**src/rtl/exec_pkg.sv**
```systemverilog
// Shared types for the execute/writeback sequencer: opcodes, FSM states and
// the unary-op classifier used to skip the second register read.
package exec_pkg;

   localparam int unsigned OP_W    = 3;
   localparam int unsigned STATE_W = 3;

   typedef enum logic [OP_W-1:0] {
      OP_ADD = 3'b000,
      OP_SUB = 3'b001,
      OP_AND = 3'b010,
      OP_OR  = 3'b011,
      OP_XOR = 3'b100,
      OP_NOT = 3'b101,
      OP_SHL = 3'b110,
      OP_MOV = 3'b111
   } op_e;

   typedef enum logic [STATE_W-1:0] {
      S_IDLE  = 3'd0,
      S_READA = 3'd1,
      S_READB = 3'd2,
      S_EXEC  = 3'd3,
      S_WRITE = 3'd4
   } state_e;

   // Unary ops only consume operand A, so READB is skipped for them.
   function automatic logic is_unary(input op_e op);
      return (op == OP_NOT) || (op == OP_SHL) || (op == OP_MOV);
   endfunction

endpackage

```
**src/rtl/exec_alu.sv**
```systemverilog
// Combinational ALU for exec_wb_seq. Carry logic exists only when
// EXEC_FLAGS_EN is defined; otherwise carry is a constant 0.
module exec_alu
   import exec_pkg::*;
#(
   parameter int unsigned DATA_W = 8
) (
   input  op_e               op,
   input  logic [DATA_W-1:0] opA,
   input  logic [DATA_W-1:0] opB,
   output logic [DATA_W-1:0] result,
   output logic              carry
);

   logic [DATA_W-1:0] sum;
   logic [DATA_W-1:0] diff;

   assign sum  = opA + opB;
   assign diff = opA - opB;

   always_comb begin
      result = '0;
      case (op)
         OP_ADD:  result = sum;
         OP_SUB:  result = diff;
         OP_AND:  result = opA & opB;
         OP_OR:   result = opA | opB;
         OP_XOR:  result = opA ^ opB;
         OP_NOT:  result = ~opA;
         OP_SHL:  result = opA << 1;
         OP_MOV:  result = opA;
         default: result = '0;
      endcase
   end

`ifdef EXEC_FLAGS_EN
   // A wrapped sum is smaller than either addend exactly when the add carried out.
   always_comb begin
      carry = 1'b0;
      case (op)
         OP_ADD:  carry = (sum < opA);
         OP_SUB:  carry = (opA < opB);
         OP_SHL:  carry = opA[DATA_W-1];
         default: carry = 1'b0;
      endcase
   end
`else
   assign carry = 1'b0;
`endif

endmodule

```
**src/rtl/exec_wb_seq.sv**
```systemverilog
// Multi-cycle read/execute/writeback sequencer around a single-read-port
// register file. Define EXEC_FLAGS_EN to build the Zero/Carry status flags.
module exec_wb_seq
   import exec_pkg::*;
#(
   parameter int unsigned DATA_W = 8,
   parameter int unsigned ADDR_W = 3
) (
   input  logic              Clk,
   input  logic              Reset,
   input  logic              InstrValid,
   output logic              InstrReady,
   input  logic [2:0]        InstrOp,
   input  logic [ADDR_W-1:0] InstrDst,
   input  logic [ADDR_W-1:0] InstrSrcA,
   input  logic [ADDR_W-1:0] InstrSrcB,
   output logic [ADDR_W-1:0] ReadRegAddr,
   input  logic [DATA_W-1:0] ReadRegData,
   output logic [ADDR_W-1:0] WriteRegAddr,
   output logic [DATA_W-1:0] WriteRegData,
   output logic              WriteEnable,
   output logic              Busy,
   output logic              Done,
   output logic              ZeroFlag,
   output logic              CarryFlag
);

   state_e            state;
   op_e               op_q;
   logic [ADDR_W-1:0] dst_q;
   logic [ADDR_W-1:0] srcb_q;
   logic [DATA_W-1:0] opa_q;
   logic [DATA_W-1:0] opb_q;
   logic [DATA_W-1:0] alu_result;
   logic              alu_carry;

   exec_alu #(.DATA_W(DATA_W)) u_alu (
      .op     (op_q),
      .opA    (opa_q),
      .opB    (opb_q),
      .result (alu_result),
      .carry  (alu_carry)
   );

   // Sequencer; every output is set one edge ahead so it is stable for the whole state.
   always_ff @(posedge Clk) begin
      if (Reset) begin
         state        <= S_IDLE;
         op_q         <= OP_ADD;
         dst_q        <= '0;
         srcb_q       <= '0;
         opa_q        <= '0;
         opb_q        <= '0;
         InstrReady   <= 1'b1;
         Busy         <= 1'b0;
         Done         <= 1'b0;
         WriteEnable  <= 1'b0;
         WriteRegAddr <= '0;
         WriteRegData <= '0;
         ReadRegAddr  <= '0;
      end else begin
         Done        <= 1'b0;
         WriteEnable <= 1'b0;
         case (state)
            S_IDLE: begin
               if (InstrValid && InstrReady) begin
                  op_q        <= op_e'(InstrOp);
                  dst_q       <= InstrDst;
                  srcb_q      <= InstrSrcB;
                  ReadRegAddr <= InstrSrcA;
                  InstrReady  <= 1'b0;
                  Busy        <= 1'b1;
                  state       <= S_READA;
               end
            end
            S_READA: begin
               opa_q <= ReadRegData;
               if (is_unary(op_q)) begin
                  ReadRegAddr <= '0;
                  state       <= S_EXEC;
               end else begin
                  ReadRegAddr <= srcb_q;
                  state       <= S_READB;
               end
            end
            S_READB: begin
               opb_q       <= ReadRegData;
               ReadRegAddr <= '0;
               state       <= S_EXEC;
            end
            S_EXEC: begin
               WriteRegData <= alu_result;
               WriteRegAddr <= dst_q;
               WriteEnable  <= 1'b1;
               Done         <= 1'b1;
               state        <= S_WRITE;
            end
            S_WRITE: begin
               InstrReady <= 1'b1;
               Busy       <= 1'b0;
               state      <= S_IDLE;
            end
            default: begin
               InstrReady  <= 1'b1;
               Busy        <= 1'b0;
               ReadRegAddr <= '0;
               state       <= S_IDLE;
            end
         endcase
      end
   end

`ifdef EXEC_FLAGS_EN
   logic carry_q;

   // Flags commit at the end of WRITE, so an abandoned instruction never touches them.
   always_ff @(posedge Clk) begin
      if (Reset) begin
         carry_q   <= 1'b0;
         ZeroFlag  <= 1'b0;
         CarryFlag <= 1'b0;
      end else if (state == S_EXEC) begin
         carry_q <= alu_carry;
      end else if (state == S_WRITE) begin
         ZeroFlag  <= (WriteRegData == '0);
         CarryFlag <= carry_q;
      end
   end
`else
   assign ZeroFlag  = 1'b0;
   assign CarryFlag = alu_carry;
`endif

endmodule

```
**config.mk**
```make
export PLATFORM = sky130hd
export DESIGN_NAME = exec_wb_seq
export DESIGN_NICKNAME = d
export VERILOG_FILES = /design/src/rtl/exec_pkg.sv /design/src/rtl/exec_alu.sv /design/src/rtl/exec_wb_seq.sv
export SDC_FILE = /design/constraint.sdc
export NUM_CORES = 1
export LEC_CHECK = 0
export ABC_AREA = 1
export CORE_MARGIN = 3
export CORE_UTILIZATION = 24
export DETAILED_ROUTE_END_ITERATION = 10
export PLACE_DENSITY = 0.5
export SETUP_SLACK_MARGIN = 0.1
export SLEW_MARGIN = 20
export SYNTH_ARGS = -nofsm -noshare
export SYNTH_HDL_FRONTEND = slang
export SYNTH_SLANG_ARGS = --single-unit
export TNS_END_PERCENT = 20
```
**constraint.sdc**
```tcl
create_clock -name Clk -period 2.5 [get_ports Clk]
set_clock_uncertainty 0.2 [all_clocks]
set_input_delay 0.5 -clock Clk [delete_from_list [all_inputs] [get_ports Clk]]
set_output_delay 0.5 -clock Clk [all_outputs]
set_load 0.005 [all_outputs]
```
After elaboration in Yosys (flattened, before gate mapping)
Index checks and enable logic that the tools add are counted.
{"block": "word_totals", "register_bits": 45, "latch_bits": 0, "ram_bits": 0, "rom_bits": 0, "output_inout_bits": 20, "n_memories": 0}
{"block": "classes", "n_addsub": 2, "multipliers": 0, "div": 0, "n_lt_le_gt_ge": 0, "n_eq_ne": 12, "n_shift": 0, "n_mux": 12, "bitwise_logic": 6, "n_reduce_logical": 10}
{"op": "one-hot mux 8 bit (8 select lines)", "n": 1}
{"op": "equality test 3 bit, second input constant", "n": 5}
{"op": "equality test 3 x 2 -> 1 bit, second input constant", "n": 4}
{"op": "one-hot mux 3 bit (4 select lines)", "n": 1}
{"op": "2-to-1 mux 3 bit", "n": 3}
{"op": "one-hot mux 3 bit (3 select lines)", "n": 1}
{"op": "adder 8 bit", "n": 1}
{"op": "bitwise AND 8 bit", "n": 1}
{"op": "NOT 8 bit", "n": 1}
{"op": "OR 8 bit", "n": 1}
{"op": "subtractor 8 bit", "n": 1}
{"op": "XOR 8 bit", "n": 1}
{"op": "equality test 3 x 1 -> 1 bit, second input constant", "n": 2}
{"op": "zero test 3 bit", "n": 2}
{"op": "AND reduction 2 bit", "n": 3}
{"op": "2-to-1 mux 1 bit", "n": 4}
{"op": "one-hot mux 1 bit (2 select lines)", "n": 2}
{"op": "OR reduction 3 bit", "n": 1}
{"op": "logical OR 1 bit", "n": 2}
{"op": "inequality test 2 bit, second input constant", "n": 1}
{"op": "NOT 1 bit", "n": 2}
{"op": "OR reduction 2 bit", "n": 1}
{"op": "logical AND 1 bit", "n": 1}

Depth between registers and ports, before layout
Gate-level depths: netlist of the first run.
{"block": "logic_depth", "word_depth": 5, "ltp_mapped": 16, "depth_no_buf": 16}

Cells and area by module
A second synthesis of the first run with hierarchy kept.
{"block": "hier_totals", "hier_cells": 413, "area_unflattened_um2": 2829.0}
{"module": "exec_wb_seq", "n_inst": 1, "cells_each": 221, "area_each_um2": 1690.4}
{"module": "exec_alu", "n_inst": 1, "cells_each": 192, "area_each_um2": 1138.6}

Least setup slack after synthesis of the first run
OpenSTA, ideal clock, no wires.
{"block": "synth_timing", "kind": "reg-to-reg", "startpoint": "reg opb_q[0]", "endpoint": "reg WriteRegData[6]", "arrival_time_ps": 1864, "t_required_ps": 2181, "path_slack_ps": 316, "stages_incl_launch_ff": 15, "n_path_buf": 0, "synth_period_minus_slack_ps": 2184, "cell_sequence": "dfxtp_1 -> inv_1 -> ha_1 -> inv_1 -> nor3_1 -> inv_1 -> nand2_1 -> xor2_1 -> ha_1 -> nand2_1 -> or2_2 -> nand3_1 -> nand2_1 -> nand3_1 -> a21oi_1"}
{"block": "synth_between", "elab_chain_len": 2, "word_cells_on_any_way": 3, "classes_between": "2 x add/sub; 1 x mux"}
{"item": "start, declared", "line_no": "exec_wb_seq.sv:33", "rtl": "logic [DATA_W-1:0] opb_q;"}
{"item": "start signal, assigned", "line_no": "exec_wb_seq.sv:87", "rtl": "opb_q <= ReadRegData;"}
{"item": "subtractor 8 bit / adder 8 bit (equally long branches)", "line_no": "exec_alu.sv:19, exec_alu.sv:18"}
{"item": "one-hot mux 8 bit (8 select lines) *", "line_no": "exec_alu.sv:23", "rtl": "case (op)"}
{"item": "end signal, assigned", "line_no": "exec_wb_seq.sv:92", "rtl": "WriteRegData <= alu_result;"}
{"item": "end, declared", "line_no": "exec_wb_seq.sv:20", "rtl": "output logic [DATA_W-1:0] WriteRegData,"}
Mark *: on every way between the ends. The rest lies on a longest branch, timed or not.
A chain may end at the register's enable or synchronous reset.

Worst setup path after layout of the first run
Ends and elaborated chain as after synthesis.

==> results.md, run 1 <==
* Critical path fanouts, max at 4
* Via count at 2613
* Total Wirelength at 7610 um
* GRT Overall Usage at 0.121
* RSZ-0062 raised after global routing: yes
* H-Tree Depth at 2
* Avg Inst Size Synth at 7.06 um2
* Slew Viols, Final at 0
* Dominant cells by area after synthesis: dfxtp_1 33%, ha_1 11%, a21oi_1 11%
* Vias per cell at 4.59
* Grt ovf at 0
* Crit path arrival time at 2.24 ns
* Most frequent cells in the layout: 56 x a21oi_1, 51 x nand2_1, 49 x nor2_1
* Clock Pin Slew Worst Setup and Hold Paths at 0.07 ns
* Transition time at the pin with the least slew margin at 0.653 ns
* Commonest non-fill, non-tap cell in the layout: a21oi_1
* Clock tree root driver cell: clkbuf_16
* DIE HEIGHT at 112 um
* Gate Count Post-Synth at 383
* Total CTS buffers at 5
* Initial core utilization at 0.247
* Max-cap viol count at 0
* Routed wire per std cell at 13.4 um
* P&R area growth vs syn at 27.8%
* R2R Path Start: opb_q[0]$_SDFFE_PP0P_
* Pwr Total at 3.18 mW
* Worst setup path startpoint: opb_q[0]$_SDFFE_PP0P_
* Clock sinks at 45
* Seq cells post-synth at 45
* Hold_buf cts at 0
* Largest net degree at the start of global routing at 35
* Place WS at 0.102 ns
* # nets final at 476
* Hold Vio Cnt, Final at 0
* Core area at 10900 um2
* CTS tree: built
* Period utilization at 0.906
* Antenna-violating nets left at 0
* WHS at 0.256 ns
* Initial antenna violation count at 0
* Clk buf depth at 2
* Run status: finished clean
* Vias in the first global route at 2605
* DRT iter0 DRCs at 114
* Startpoint class of the critical path: flop
* Rows at 38
* Ports at 43
* Port Buffers at 40
* TNS Setup at 0 ns
* First-pass GRT wire length at 12500 um
* Cell Area, Placed at 3270 um2
* Die Area at 12600 um2
* Final instance area at 3460 um2
* DRC Markers at 0
* Max-slew headroom at 0.563
* Setup Crit Path Kind: flop to flop
* Distinct cells, synth at 32
* Setup WS post-layout at 0.236 ns
* CP Data Required Time at 2.48 ns
* Power density over the cells at 919 nW/um2
* Final setup fails at 0
* DP Wirelength at 5760 um
* Synthesized area at 2710 um2
* First-pass DRT Iterations at 4
* Max Freq at 0.442 GHz
* Setup crit end kind: flop
* Worst-Skew Late Latency at 0.29 ns
* Post-synthesis sequential area ratio at 0.333
* Post-synth top area cell: dfxtp_1
* Synth top area share at 0.333
* Antenna cell count at 0
* Final period demand of the worst path at 2.26 ns
* Share of layout cells above drive strength 1 at 0.0839
* Die Wd at 112 um
* Worst vdd ir at 0.316 mV
* GPL Wtd Cong at 0.851
* LEAKAGE at 1.47 nW
* Hold Crit Start: srcb_q[0]$_SDFFE_PP0P_
* HP Class: flop to flop
* Ys Warns at 0
## layout make-up
cell class,count,area [um2]
clock buffers,6,129
clock inverters,2,15.0
fillers,1219,7480
inverters,45,169
multi-input cells,282,1600
flip-flops and latches,45,905
well taps,140,175
repair buffers,49,468
## sequential cells by signal, summed over array words and instances, names as in the netlist
signal and cells:
InstrReady 1, opa_q 8, ReadRegAddr 3, Busy 1, opb_q 8, WriteRegAddr 3
srcb_q 3, WriteRegData 8, dst_q 3, Done 1, op_q 3, state 3
## critical path: stages, from the launching register on
cell     delay, ns
dfxtp_2       0.35
inv_2         0.06
ha_1          0.19
inv_1         0.08
nor3_2        0.05
inv_1         0.06
nand2_1       0.05
xor2_1        0.14
ha_1          0.35
nand2_1       0.08
or2_2         0.31
nand3_1       0.07
nand2_1       0.05
nand3_1       0.06
a21oi_1       0.06
## routing by layer
metal | GRT usage | vias to the layer above | part of all wire
met5 | 0 | - | 0
met4 | 0.0329 | 0 | 0.013
met3 | 0.0178 | 9 | 0.035
met2 | 0.213 | 39 | 0.48
met1 | 0.156 | 1205 | 0.47
li1 | - | 1360 | -
## final timing paths
check	end	slack, ns	depth (start not counted)
worst max-delay path	WriteRegData[6]$_SDFFE_PP0P_	0.24	14
worst min-delay path	srcb_q[0]$_SDFFE_PP0P_	0.26	2
worst max register to register	WriteRegData[6]$_SDFFE_PP0P_	0.24	14
worst min register to register	srcb_q[0]$_SDFFE_PP0P_	0.26	2
## through the flow
step,utilization,instances
after global placement,0.299,559
after floorplan,-,384
after detailed placement,0.299,559
after global routing,0.316,569
final,0.316,569
after CTS,0.313,568
## cells by family (layout without fill, tap and decap cells)
| kind of cell | count (synthesis) | after routing | synth area share |
|---|---|---|---|
| AND/OR/NAND/NOR | 140 | 140 | 0.233 |
| AO/OA/AOI/OAI | 107 | 107 | 0.203 |
| buffers and inverters | 57 | 102 | 0.0856 |
| flip-flops | 45 | 45 | 0.333 |
| adder cells (fa/ha/maj) | 25 | 25 | 0.118 |
| XOR/XNOR | 8 | 8 | 0.0259 |
| other | 1 | 2 | 0.00139 |
## cell usage after synthesis (all sizes together)
| cell type | number |
|---|---|
| o21ai | 42 |
| a31oi | 1 |
| buf | 8 |
| xnor2 | 2 |
| a21oi | 58 |
| dfxtp | 45 |
| xor2 | 6 |
| nand4 | 3 |
| a22oi | 1 |
| nand2 | 54 |
| nand3 | 25 |
| fa | 1 |
| nor2 | 50 |
| conb | 1 |
| nor3 | 4 |
| ha | 24 |
| a221oi | 1 |
| clkbuf | 4 |
| o22ai | 3 |
| or2 | 1 |
| nand3b | 3 |
| inv | 45 |
| a21o | 1 |
## where the power goes
| part | total (mW) | switching, mW | internal (mW) |
|---|---|---|---|
| Sequential | 0.978 | 0.131 | 0.847 |
| Combinational | 1.53 | 0.880 | 0.654 |
| Clock | 0.665 | 0.294 | 0.371 |
## what timing repair did
| action | 4_1_cts | 5_1_grt |
|---|---|---|
| gates cloned | 0 | 0 |
| setup endpoints to repair | 1 | 5 |
| gates resized for setup | 0 | 12 |
| pin swaps | 1 | 3 |
| endpoints found under the hold margin | 0 | 0 |
| buffers inserted | 1 | 1 |
Note: power is estimated with default switching activity, not from simulation.
==> run 2, diff against run 1 <==
--- a/config.mk
+++ b/config.mk
@@ -6,10 +6,9 @@
 export NUM_CORES = 1
 export LEC_CHECK = 0
 export ABC_AREA = 1
-export CORE_MARGIN = 3
-export CORE_UTILIZATION = 24
+export CORE_UTILIZATION = 30
 export DETAILED_ROUTE_END_ITERATION = 10
-export PLACE_DENSITY = 0.5
+export PLACE_DENSITY = 0.58
 export SETUP_SLACK_MARGIN = 0.1
 export SLEW_MARGIN = 20
 export SYNTH_ARGS = -nofsm -noshare
==> run 2 against run 1 <==
Clock power shrank 22%. Core utilization rose by 6.9 points. Final cell count is 6.3% lower. Setup slack worse by 0.063 ns. Critical endpoint unchanged. Largest cell class unchanged. Global-route usage increased by 3.2 points. Register-to-register slack worse by 0.06 ns. Power shrank 5.8%. First-iteration DRC count rose by 18%. Highest routed layer unchanged.
==> results.md, run 2 (same netlist as run 1, synthesis figures left out) <==
* Run status: finished clean
* Die Wd at 97.0 um
* Antenna-violating nets left at 0
* Antenna cell count at 0
* Commonest non-fill, non-tap cell in the layout: a21oi_1
* Routed wire per std cell at 13.0 um
* DRT iter0 DRCs at 135
* Power density over the cells at 892 nW/um2
* P&R area growth vs syn at 24.0%
* Most frequent cells in the layout: 56 x a21oi_1, 51 x nand2_1, 49 x nor2_1
* Via count at 2634
* DIE HEIGHT at 97.0 um
* Max-slew headroom at 0.590
* Setup crit end kind: flop
* GPL Wtd Cong at 0.827
* Setup Crit Path Kind: flop to flop
* Slew Viols, Final at 0
* Clock tree root driver cell: clkbuf_8
* Biggest regs: WriteRegData: 8 flops, opa_q: 8 flops, opb_q: 8 flops
* Critical path fanouts, max at 8
* Hold Crit Start: srcb_q[0]$_SDFFE_PP0P_
* Max Freq at 0.430 GHz
* Clock Pin Slew Worst Setup and Hold Paths at 0.11 ns
* Rows at 34
* Port Buffers at 40
* Clk buf depth at 2
* Final setup fails at 0
* Vias per cell at 4.94
* Setup WS post-layout at 0.173 ns
* Cell Area, Placed at 3220 um2
* Worst vdd ir at 0.380 mV
* Hold Vio Cnt, Final at 0
* Core area at 8720 um2
* Initial antenna violation count at 0
* First-pass GRT wire length at 11700 um
* Final period demand of the worst path at 2.33 ns
* DRC Markers at 0
* Clock sinks at 45
* Initial core utilization at 0.310
* Place WS at 0.113 ns
* Max-cap viol count at 0
* Worst-Skew Late Latency at 0.32 ns
* Ports at 43
* Final instance area at 3350 um2
* Vias in the first global route at 2549
* CTS tree: built
* # nets final at 472
* First-pass DRT Iterations at 6
* Worst Reg2Reg Path Length in Cells at 11
* DP Wirelength at 5170 um
* Worst setup path startpoint: op_q[2]$_SDFFE_PP0P_
* Largest net degree at the start of global routing at 28
* Period utilization at 0.931
* Grt ovf at 0
* Startpoint class of the critical path: flop
* Transition time at the pin with the least slew margin at 0.614 ns
* RSZ-0062 raised after global routing: yes
* H-Tree Depth at 2
* LEAKAGE at 1.44 nW
* R2R Path Start: op_q[2]$_SDFFE_PP0P_
* Filler cell count at 894
* HP Class: flop to flop
* Crit path arrival time at 2.38 ns
* GRT Overall Usage at 0.153
* Total Wirelength at 6940 um
* Total CTS buffers at 5
* Hold path depth at 2
* CP Data Required Time at 2.55 ns
* TNS Setup at 0 ns
* Share of layout cells above drive strength 1 at 0.0776
* Die Area at 9400 um2
==> run 2: timing repair <==
| action | 4_1_cts | 5_1_grt |
|---|---|---|
| hold endpoints to repair | 0 | 0 |
| hold buffers | 0 | 0 |
| pin swaps | 1 | 3 |
| setup endpoints to repair | 2 | 5 |
| resized for setup | 0 | 13 |
| buffers inserted | 1 | 1 |
==> run 2: final timing paths <==
check | end | slack (ns)
worst max register to register | WriteRegData[6]$_SDFFE_PP0P_ | 0.17
worst min-delay path | srcb_q[0]$_SDFFE_PP0P_ | 0.26
worst max-delay path | WriteRegData[6]$_SDFFE_PP0P_ | 0.17
worst min register to register | srcb_q[0]$_SDFFE_PP0P_ | 0.26
==> run 2: routing by layer <==
layer / routed length (um) / vias up / GRT usage / share of wire
met4: 191 / 0 / 0.0654 / 0.028
met5: 0 / - / 0 / 0
met1: 3110 / 1214 / 0.182 / 0.45
met2: 3360 / 59 / 0.264 / 0.48
li1: - / 1346 / - / -
met3: 278 / 15 / 0.0325 / 0.040
==> run 2: final cells by class <==
| cell class | instances | area (um2) | share of cell area |
|---|---|---|---|
| Clock buffer | 5 | 68.8 | 0.0205 |
| Inverter | 45 | 169 | 0.0504 |
| Tap cell | 108 | 135 | 0.0403 |
| Timing Repair Buffer | 45 | 450 | 0.134 |
| Clock inverter | 3 | 28.8 | 0.00858 |
| Multi-Input combinational cell | 282 | 1600 | 0.476 |
| Sequential cell | 45 | 905 | 0.270 |
==> run 2: metrics by stage <==
stage	total power [mW]	util	cells	hold WS [ns]
2_1_floorplan	2.01	-	384	0.230
3_3_place_gp	2.38	0.369	523	0.243
3_5_place_dp	2.40	0.369	523	0.249
4_1_cts	2.94	0.381	532	0.265
5_1_grt	3.28	0.385	533	0.287
6_report	2.99	0.385	533	0.261
==> run 2: critical path: stages, from the launching register on <==
cell and delay, ns:
dfxtp_2 0.38, inv_2 0.13, nand3_4 0.15, nand2_4 0.11, xor2_1 0.14, inv_1 0.05, ha_1 0.38, a21oi_1 0.13
or2_2 0.30, nand4_1 0.08, nand3_1 0.09, a21oi_2 0.14
==> run 2: where the power goes <==
group	total, mW	internal [mW]	switching, mW
logic	1.49	0.632	0.859
clock network	0.521	0.212	0.309
registers	0.980	0.846	0.134
total	2.99	1.69	1.30
